[src/rtl/data_compare_serial.sv]
// data_compare_serial: multi-cycle magnitude comparator for wide operands.
// Walks two 4*NIBBLES-bit words one nibble per clock and produces a one-hot
// {gt, lt, eq} result. The cascade-in supplies the lower-significance result
// and decides when every nibble is equal.
//
// Optional feature macro: DATA_COMPARE_SERIAL_EARLY_EXIT_EN
//   undefined : LSB-first traversal, fixed latency NIBBLES+1
//   defined   : MSB-first traversal, finishes on the first unequal nibble
//
// state  | meaning
// -------+-------------------------------------------------
// IDLE   | waiting for a start
// RUN    | one nibble compared per cycle, oBusy=1
// DONE   | one cycle, oDone=1, oData newly valid; may accept a new start

module data_compare_serial #(
    parameter int NIBBLES = 4
) (
    input  logic                 iClk,
    input  logic                 iRst,
    input  logic                 iStart,
    input  logic [4*NIBBLES-1:0] iData_a,
    input  logic [4*NIBBLES-1:0] iData_b,
    input  logic [2:0]           iData,
    output logic                 oBusy,
    output logic                 oDone,
    output logic [2:0]           oData
);

    localparam int W  = 4 * NIBBLES;
    localparam int CW = (NIBBLES > 1) ? $clog2(NIBBLES) : 1;
    localparam logic [CW-1:0] LAST = CW'(NIBBLES - 1);

    typedef enum logic [1:0] {
        S_IDLE = 2'd0,
        S_RUN  = 2'd1,
        S_DONE = 2'd2
    } state_t;

    state_t        state_q, state_d;
    logic [W-1:0]  a_q, a_d;
    logic [W-1:0]  b_q, b_d;
    logic [2:0]    res_q, res_d;
    logic [CW-1:0] cnt_q, cnt_d;
    logic          busy_q, busy_d;
    logic          done_q, done_d;
    logic [2:0]    data_q, data_d;

    int            nib_idx;
    logic [3:0]    nib_a;
    logic [3:0]    nib_b;

    // Anything other than a clean gt or lt falls back to "equal".
    function automatic logic [2:0] sanitize(input logic [2:0] c);
        case (c)
            3'b100, 3'b010: return c;
            default:        return 3'b001;
        endcase
    endfunction

    // Select the nibble pair addressed by the counter for the current traversal order.
    always_comb begin
`ifdef DATA_COMPARE_SERIAL_EARLY_EXIT_EN
        nib_idx = NIBBLES - 1 - int'(cnt_q);
`else
        nib_idx = int'(cnt_q);
`endif
        nib_a = a_q[nib_idx*4 +: 4];
        nib_b = b_q[nib_idx*4 +: 4];
    end

    // Next-state logic: start capture, per-nibble result update, and output staging.
    always_comb begin
        state_d = state_q;
        a_d     = a_q;
        b_d     = b_q;
        res_d   = res_q;
        cnt_d   = cnt_q;

        case (state_q)
            S_IDLE, S_DONE: begin
                if (iStart) begin
                    a_d     = iData_a;
                    b_d     = iData_b;
                    res_d   = sanitize(iData);
                    cnt_d   = '0;
                    state_d = S_RUN;
                end else if (state_q == S_DONE) begin
                    state_d = S_IDLE;
                end
            end
            S_RUN: begin
                if (nib_a > nib_b) begin
                    res_d = 3'b100;
                end else if (nib_a < nib_b) begin
                    res_d = 3'b010;
                end
`ifdef DATA_COMPARE_SERIAL_EARLY_EXIT_EN
                // MSB-first: the first unequal nibble already decides.
                if ((nib_a != nib_b) || (cnt_q == LAST)) begin
                    state_d = S_DONE;
                end else begin
                    cnt_d = cnt_q + CW'(1);
                end
`else
                if (cnt_q == LAST) begin
                    state_d = S_DONE;
                end else begin
                    cnt_d = cnt_q + CW'(1);
                end
`endif
            end
            default: state_d = S_IDLE;
        endcase

        // Outputs are staged from the next state so they are registered and aligned with it.
        busy_d = (state_d == S_RUN);
        done_d = (state_d == S_DONE);
        data_d = done_d ? res_d : data_q;
    end

    // State and output registers with synchronous reset.
    always_ff @(posedge iClk) begin
        if (iRst) begin
            state_q <= S_IDLE;
            a_q     <= '0;
            b_q     <= '0;
            res_q   <= 3'b001;
            cnt_q   <= '0;
            busy_q  <= 1'b0;
            done_q  <= 1'b0;
            data_q  <= 3'b001;
        end else begin
            state_q <= state_d;
            a_q     <= a_d;
            b_q     <= b_d;
            res_q   <= res_d;
            cnt_q   <= cnt_d;
            busy_q  <= busy_d;
            done_q  <= done_d;
            data_q  <= data_d;
        end
    end

    assign oBusy = busy_q;
    assign oDone = done_q;
    assign oData = data_q;

endmodule

[config.mk]
export PLATFORM = sky130hd
export DESIGN_NAME = data_compare_serial
export DESIGN_NICKNAME = d
export VERILOG_FILES = /design/src/rtl/data_compare_serial.sv
export SDC_FILE = /design/constraint.sdc
export NUM_CORES = 1
export LEC_CHECK = 0
export CAP_MARGIN = 10
export CORE_UTILIZATION = 53
export DETAILED_ROUTE_END_ITERATION = 10
export PLACE_DENSITY = 0.81
export SLEW_MARGIN = 20
export SYNTH_ARGS = -nofsm -noshare
export SYNTH_HDL_FRONTEND = slang
export SYNTH_SLANG_ARGS = --single-unit
export TNS_END_PERCENT = 50
[constraint.sdc]
create_clock -name iClk -period 6.1 [get_ports iClk]
set_clock_uncertainty 0.05 [all_clocks]
set_input_delay 1.525 -clock iClk [delete_from_list [all_inputs] [get_ports iClk]]
set_output_delay 1.525 -clock iClk [all_outputs]
set_load 0.05 [all_outputs]
* After elaboration in Yosys (flattened, before gate mapping) *
Cells that the tools add are included.

cells by class
  $add $sub $neg = 1
  multipliers = 0
  div/mod/pow operators = 0
  order comparisons = 2
  eq/ne operators = 9
  shift operators = 2
  mux-type cells = 12
  bitwise operators = 0
  reductions and logical operators = 6

operator list
  cell                                                             count
  16-bit by 5-bit variable part select with 4-bit output           2
  3-bit 2-to-1 mux                                                 4
  2-bit 2-to-1 mux                                                 5
  2-bit case mux with 2 select lines                               2
  2-bit == test, second input constant                             3
  3-bit case mux with 2 select lines                               1
  2-bit by 1-bit == test with 1-bit output, second input constant  2
  4-bit > comparator                                               1
  4-bit < comparator                                               1
  2-bit inequality test, second input constant                     2
  2-bit OR reduction                                               2
  3-bit by 2-bit == test with 1-bit output, second input constant  1
  3-bit == test, second input constant                             1
  3-bit AND reduction                                              1
  2-bit by 1-bit adder with 2-bit output, second input constant    1
  2-bit zero test                                                  1
  2-bit AND reduction                                              1
  2-bit nonzero test                                               1

word-level totals
  bits in registers = 44
  bits in latches = 0
  bits in writable memories = 0
  ROM bits = 0
  bits of input ports = 38
  output and inout port bits = 5
  logic and storage cells = 40
  memories = 0

* Longest topological paths before layout *
  word-level depth = 5
  depth in mapped cells = 8
  gate-level depth less buffers = 7

* Least setup slack after synthesis *
No wires, ideal clock.

  path kind = in2reg
  from = input iStart
  to = register data_q[1] (netlist: oData[1])
  setup time = 88 ps
  arrival = 2,285 ps
  required time = 5,962 ps
  slack = 3,677 ps
  stages on the path = 5
  buffers on the path = 1
  path through = nor2b_1 buf_2 nand3b_1 o22a_1 a311oi_2

between the ends
  word-level cells in the longest chain between the ends = 3
  elaborated cells on any way between the ends = 5
  those cells by class = eq/ne: 1; mux: 4

RTL lines
  what                                RTL line  RTL
  start: declaration                  21        input logic iStart,
  2-bit 2-to-1 mux                    82        if (iStart) begin
  2-bit case mux with 2 select lines  80        case (state_q)
  2-bit == test                       118       done_d = (state_d == S_DONE);
  end signal: assignment              141       data_q <= data_d;
  end: declaration                    47        logic [2:0] data_q, data_d;

Parallel ways exist; a longest one is shown, timed or not.
A chain may end at the register's enable or synchronous reset.

* Worst setup path after layout *
  from = register data_q[0] (netlist: oData[0])
  to = output oData[0]

RTL lines
  what              RTL line  RTL
  end: declaration  27        output logic [2:0] oData

No word-level cell between the ends.

==> impl_metrics.yaml <==
die:
  die_w_microns: 61.55
  rows: 21
  coreArea_sq_um: 3363
  io_pins: 43
  die_y_microns: 61.55
  die_area_sq_um: 3788
  initial_core_util: 0.5588
critical_path:
  rrSetupSlack_ps: 3460
  worstPathRequired_ps: 4530
  path_cells: "clkdlybuf4s50_1"
  max_stage_delay_ps: 800
  r2r_start: "cnt_q[0]"
  worst-path-stages: 1
  path_class: "flop to output pin"
  cp-end-kind: "output pin"
  path_buf_inv: 1
  startpoint_type: "flop"
  worstReg2RegEnd: "oData[1]"
  crit_path_start: "oData[0]"
  reg2reg_depth: 6
  critical_path_arrival_ps: 1500
  path_max_fanout: 2
  cp_top_family: "buffers and inverters"
  worstSetupEndpoint: "oData[0]"
  crit_slowest_cell: "clkdlybuf4s50_1"
clock_tree:
  cts_sinks: 44
  postCtsSetupBuffers: 0
  clk_latency_ps: 350
  cts-htree-levels: 2
  cts_repair_resize_count: 0
  clk_path_buf_depth: 2
  cts_root_buf: "clkbuf_4"
  clk_pin_slew_ps: 110
  cts_tree: "built"
  cts_buffers: 5
  ctsHoldBuffers: 0
placed_design:
  post-place-ws_ps: 2918
  placed_area_sq_um: 2312
  gp_congestion: 0.7835
  dpl.hpwl_microns: 2518
  port_buffers: 42
power_and_ir_drop:
  p_sw_frac: 0.2469
  vdd_drop_max_uv: 169.1
  combPwrFrac: 0.167
  p_sw_mw: 0.1433
  p_int_mw: 0.4372
  leakage_nw: 0.8661
  clkPwrFrac: 0.290
  power_frac_seq: 0.543
  powerDensity_nw_per_um2: 244.0
global_route:
  first_global_vias: 1390
  grt_antenna_before_repair: 0
  grt_util_met1: 0.2623
  grt-busiest-layer: "met2"
  track_usage: 0.2188
  grt_overflow: 0
  use_met3: 0.07563
  grt_max_degree: 45
  grt_util_met2: 0.3625
  grt_pass1_wl_microns: 5892
layout:
  final_nets: 298
  area_growth_pct: 26.63
  diodes: 0
  fin_area_sq_um: 2380
  layout_commonest_cell: "nand2_1"
  layout_common_cells: "68 x nand2_1, 44 x dfxtp_1, 42 x clkdlybuf4s50_1"
  drive_gt1_frac: 0.08268
yosys:
  synth_area_sq_um: 1879
  yosys.area.top_type_share: 0.4687
  synth_cell_type_count: 30
  ys_warn_count: 0
  syn_avg_cell_area_sq_um: 8.621
  syn_inst: 218
  ys_seq_elements: 44
  synthTopCellsByArea: "dfxtp_1 47%, nand2_1 14%, a21oi_1 10%"
  synth_nets: 261
  seq_area_frac_synth: 0.4687
  yosysTopAreaCell: "dfxtp_1"
route:
  vias: 1546
  wirelength_microns: 3613
  antenna_left: 0
  dr.first_iter.drc_count: 116
  via_per_inst: 5.153
  drc: 0
  wl_per_cell_microns: 12.04
  drt-pass1-iter-count: 4
timing:
  final-hold-violation-count: 0
  setup_ws_ps: 3029
  max-slew-margin-rel: 0.5711
  report.final.slew_viol_count: 0
  max_freq_ghz: 0.3257
  tightest_slew_ps: 642.5
  rsz0062_at_grt: "false"
  finalCritPeriodShare: 0.5034
  fin_crit_ps: 3071
  finalSetupTns_ps: 0
  final-setup-viol-count: 0
worst_hold_path:
  hp-class: "flop to flop"
outcome:
  status: "finished clean"
job:
  cap_violations: 0
## cells in the mapped netlist, drive strengths merged
| cell type | count |
|---|---|
| nor3 | 2 |
| and2 | 1 |
| a311oi | 1 |
| mux4 | 8 |
| o311ai | 1 |
| o21ai | 2 |
| nand2 | 68 |
| o31ai | 2 |
| o22a | 1 |
| ha | 5 |
| dfxtp | 44 |
| nand3b | 2 |
| or2 | 1 |
| xnor2 | 1 |
| nor2 | 10 |
| nand2b | 3 |
| nor3b | 1 |
| clkbuf | 5 |
| buf | 10 |
| a21oi | 38 |
| inv | 6 |
| a41oi | 1 |
| o32ai | 1 |
| nor2b | 1 |
| or3 | 1 |
| nand3 | 2 |
## metrics by stage
stage	hold WS [ps]	util	std cells	power (mW)
global placement	390.1	0.6875	294	0.4161
global route	426.4	0.7076	300	0.6116
floorplan	383.1	-	218	0.3806
detailed placement	394.0	0.6875	294	0.4193
CTS	410.3	0.7076	300	0.5848
finish	409.3	0.7076	300	0.5806
## flip-flops by register name, indices dropped and copies added (netlist names)
register / flops
oBusy: 1
b_q: 16
oDone: 1
oData: 3
state_q: 2
cnt_q: 2
a_q: 16
res_q: 3
## logic make-up after synthesis
logic type               Yosys count  synth area share
XOR/XNOR                           1          0.004661
AO/OA/AOI/OAI                     47            0.1451
AND/OR/NAND/NOR                   92            0.2031
buffers and inverters             21           0.04927
multiplexers                       8           0.09587
flip-flops                        44            0.4687
adder cells (fa/ha/maj)            5           0.03329
## area by class of cell
cell class	count	area, sq um
fill	297	983.4
multi-input combinational	153	908.4
sequential	44	880.8
timing repair buffer	45	442.9
tap	46	57.56
clock buffer	5	37.54
clock inverter	1	30.03
inverter	6	22.52
## metal layers
layer	vias up	routed length, microns
met4	0	53
met3	6	113
met2	26	1799
met1	703	1647
li1	811	-
met5	-	0
## worst min-delay path by stage
stage,slack [ps],cells past startpoint,endpoint,start
after floorplan,380,2,a_q[10],a_q[10]
after global routing,430,2,a_q[15],a_q[15]
after detailed placement,390,2,a_q[15],a_q[15]
after CTS,410,2,a_q[15],a_q[15]
after global placement,390,2,b_q[10],b_q[10]
final,410,2,b_q[9],b_q[9]
## power groups by stage
| stage | Clock, mW | Combinational (mW) | Sequential, mW |
|---|---|---|---|
| after floorplan | 0 | 0.0621 | 0.319 |
| after global placement | 0 | 0.0946 | 0.322 |
| after detailed placement | 0 | 0.0970 | 0.322 |
| after CTS | 0.172 | 0.0975 | 0.316 |
| after global routing | 0.186 | 0.108 | 0.318 |
| final | 0.168 | 0.0969 | 0.315 |
(Power assumes the default switching activity.)
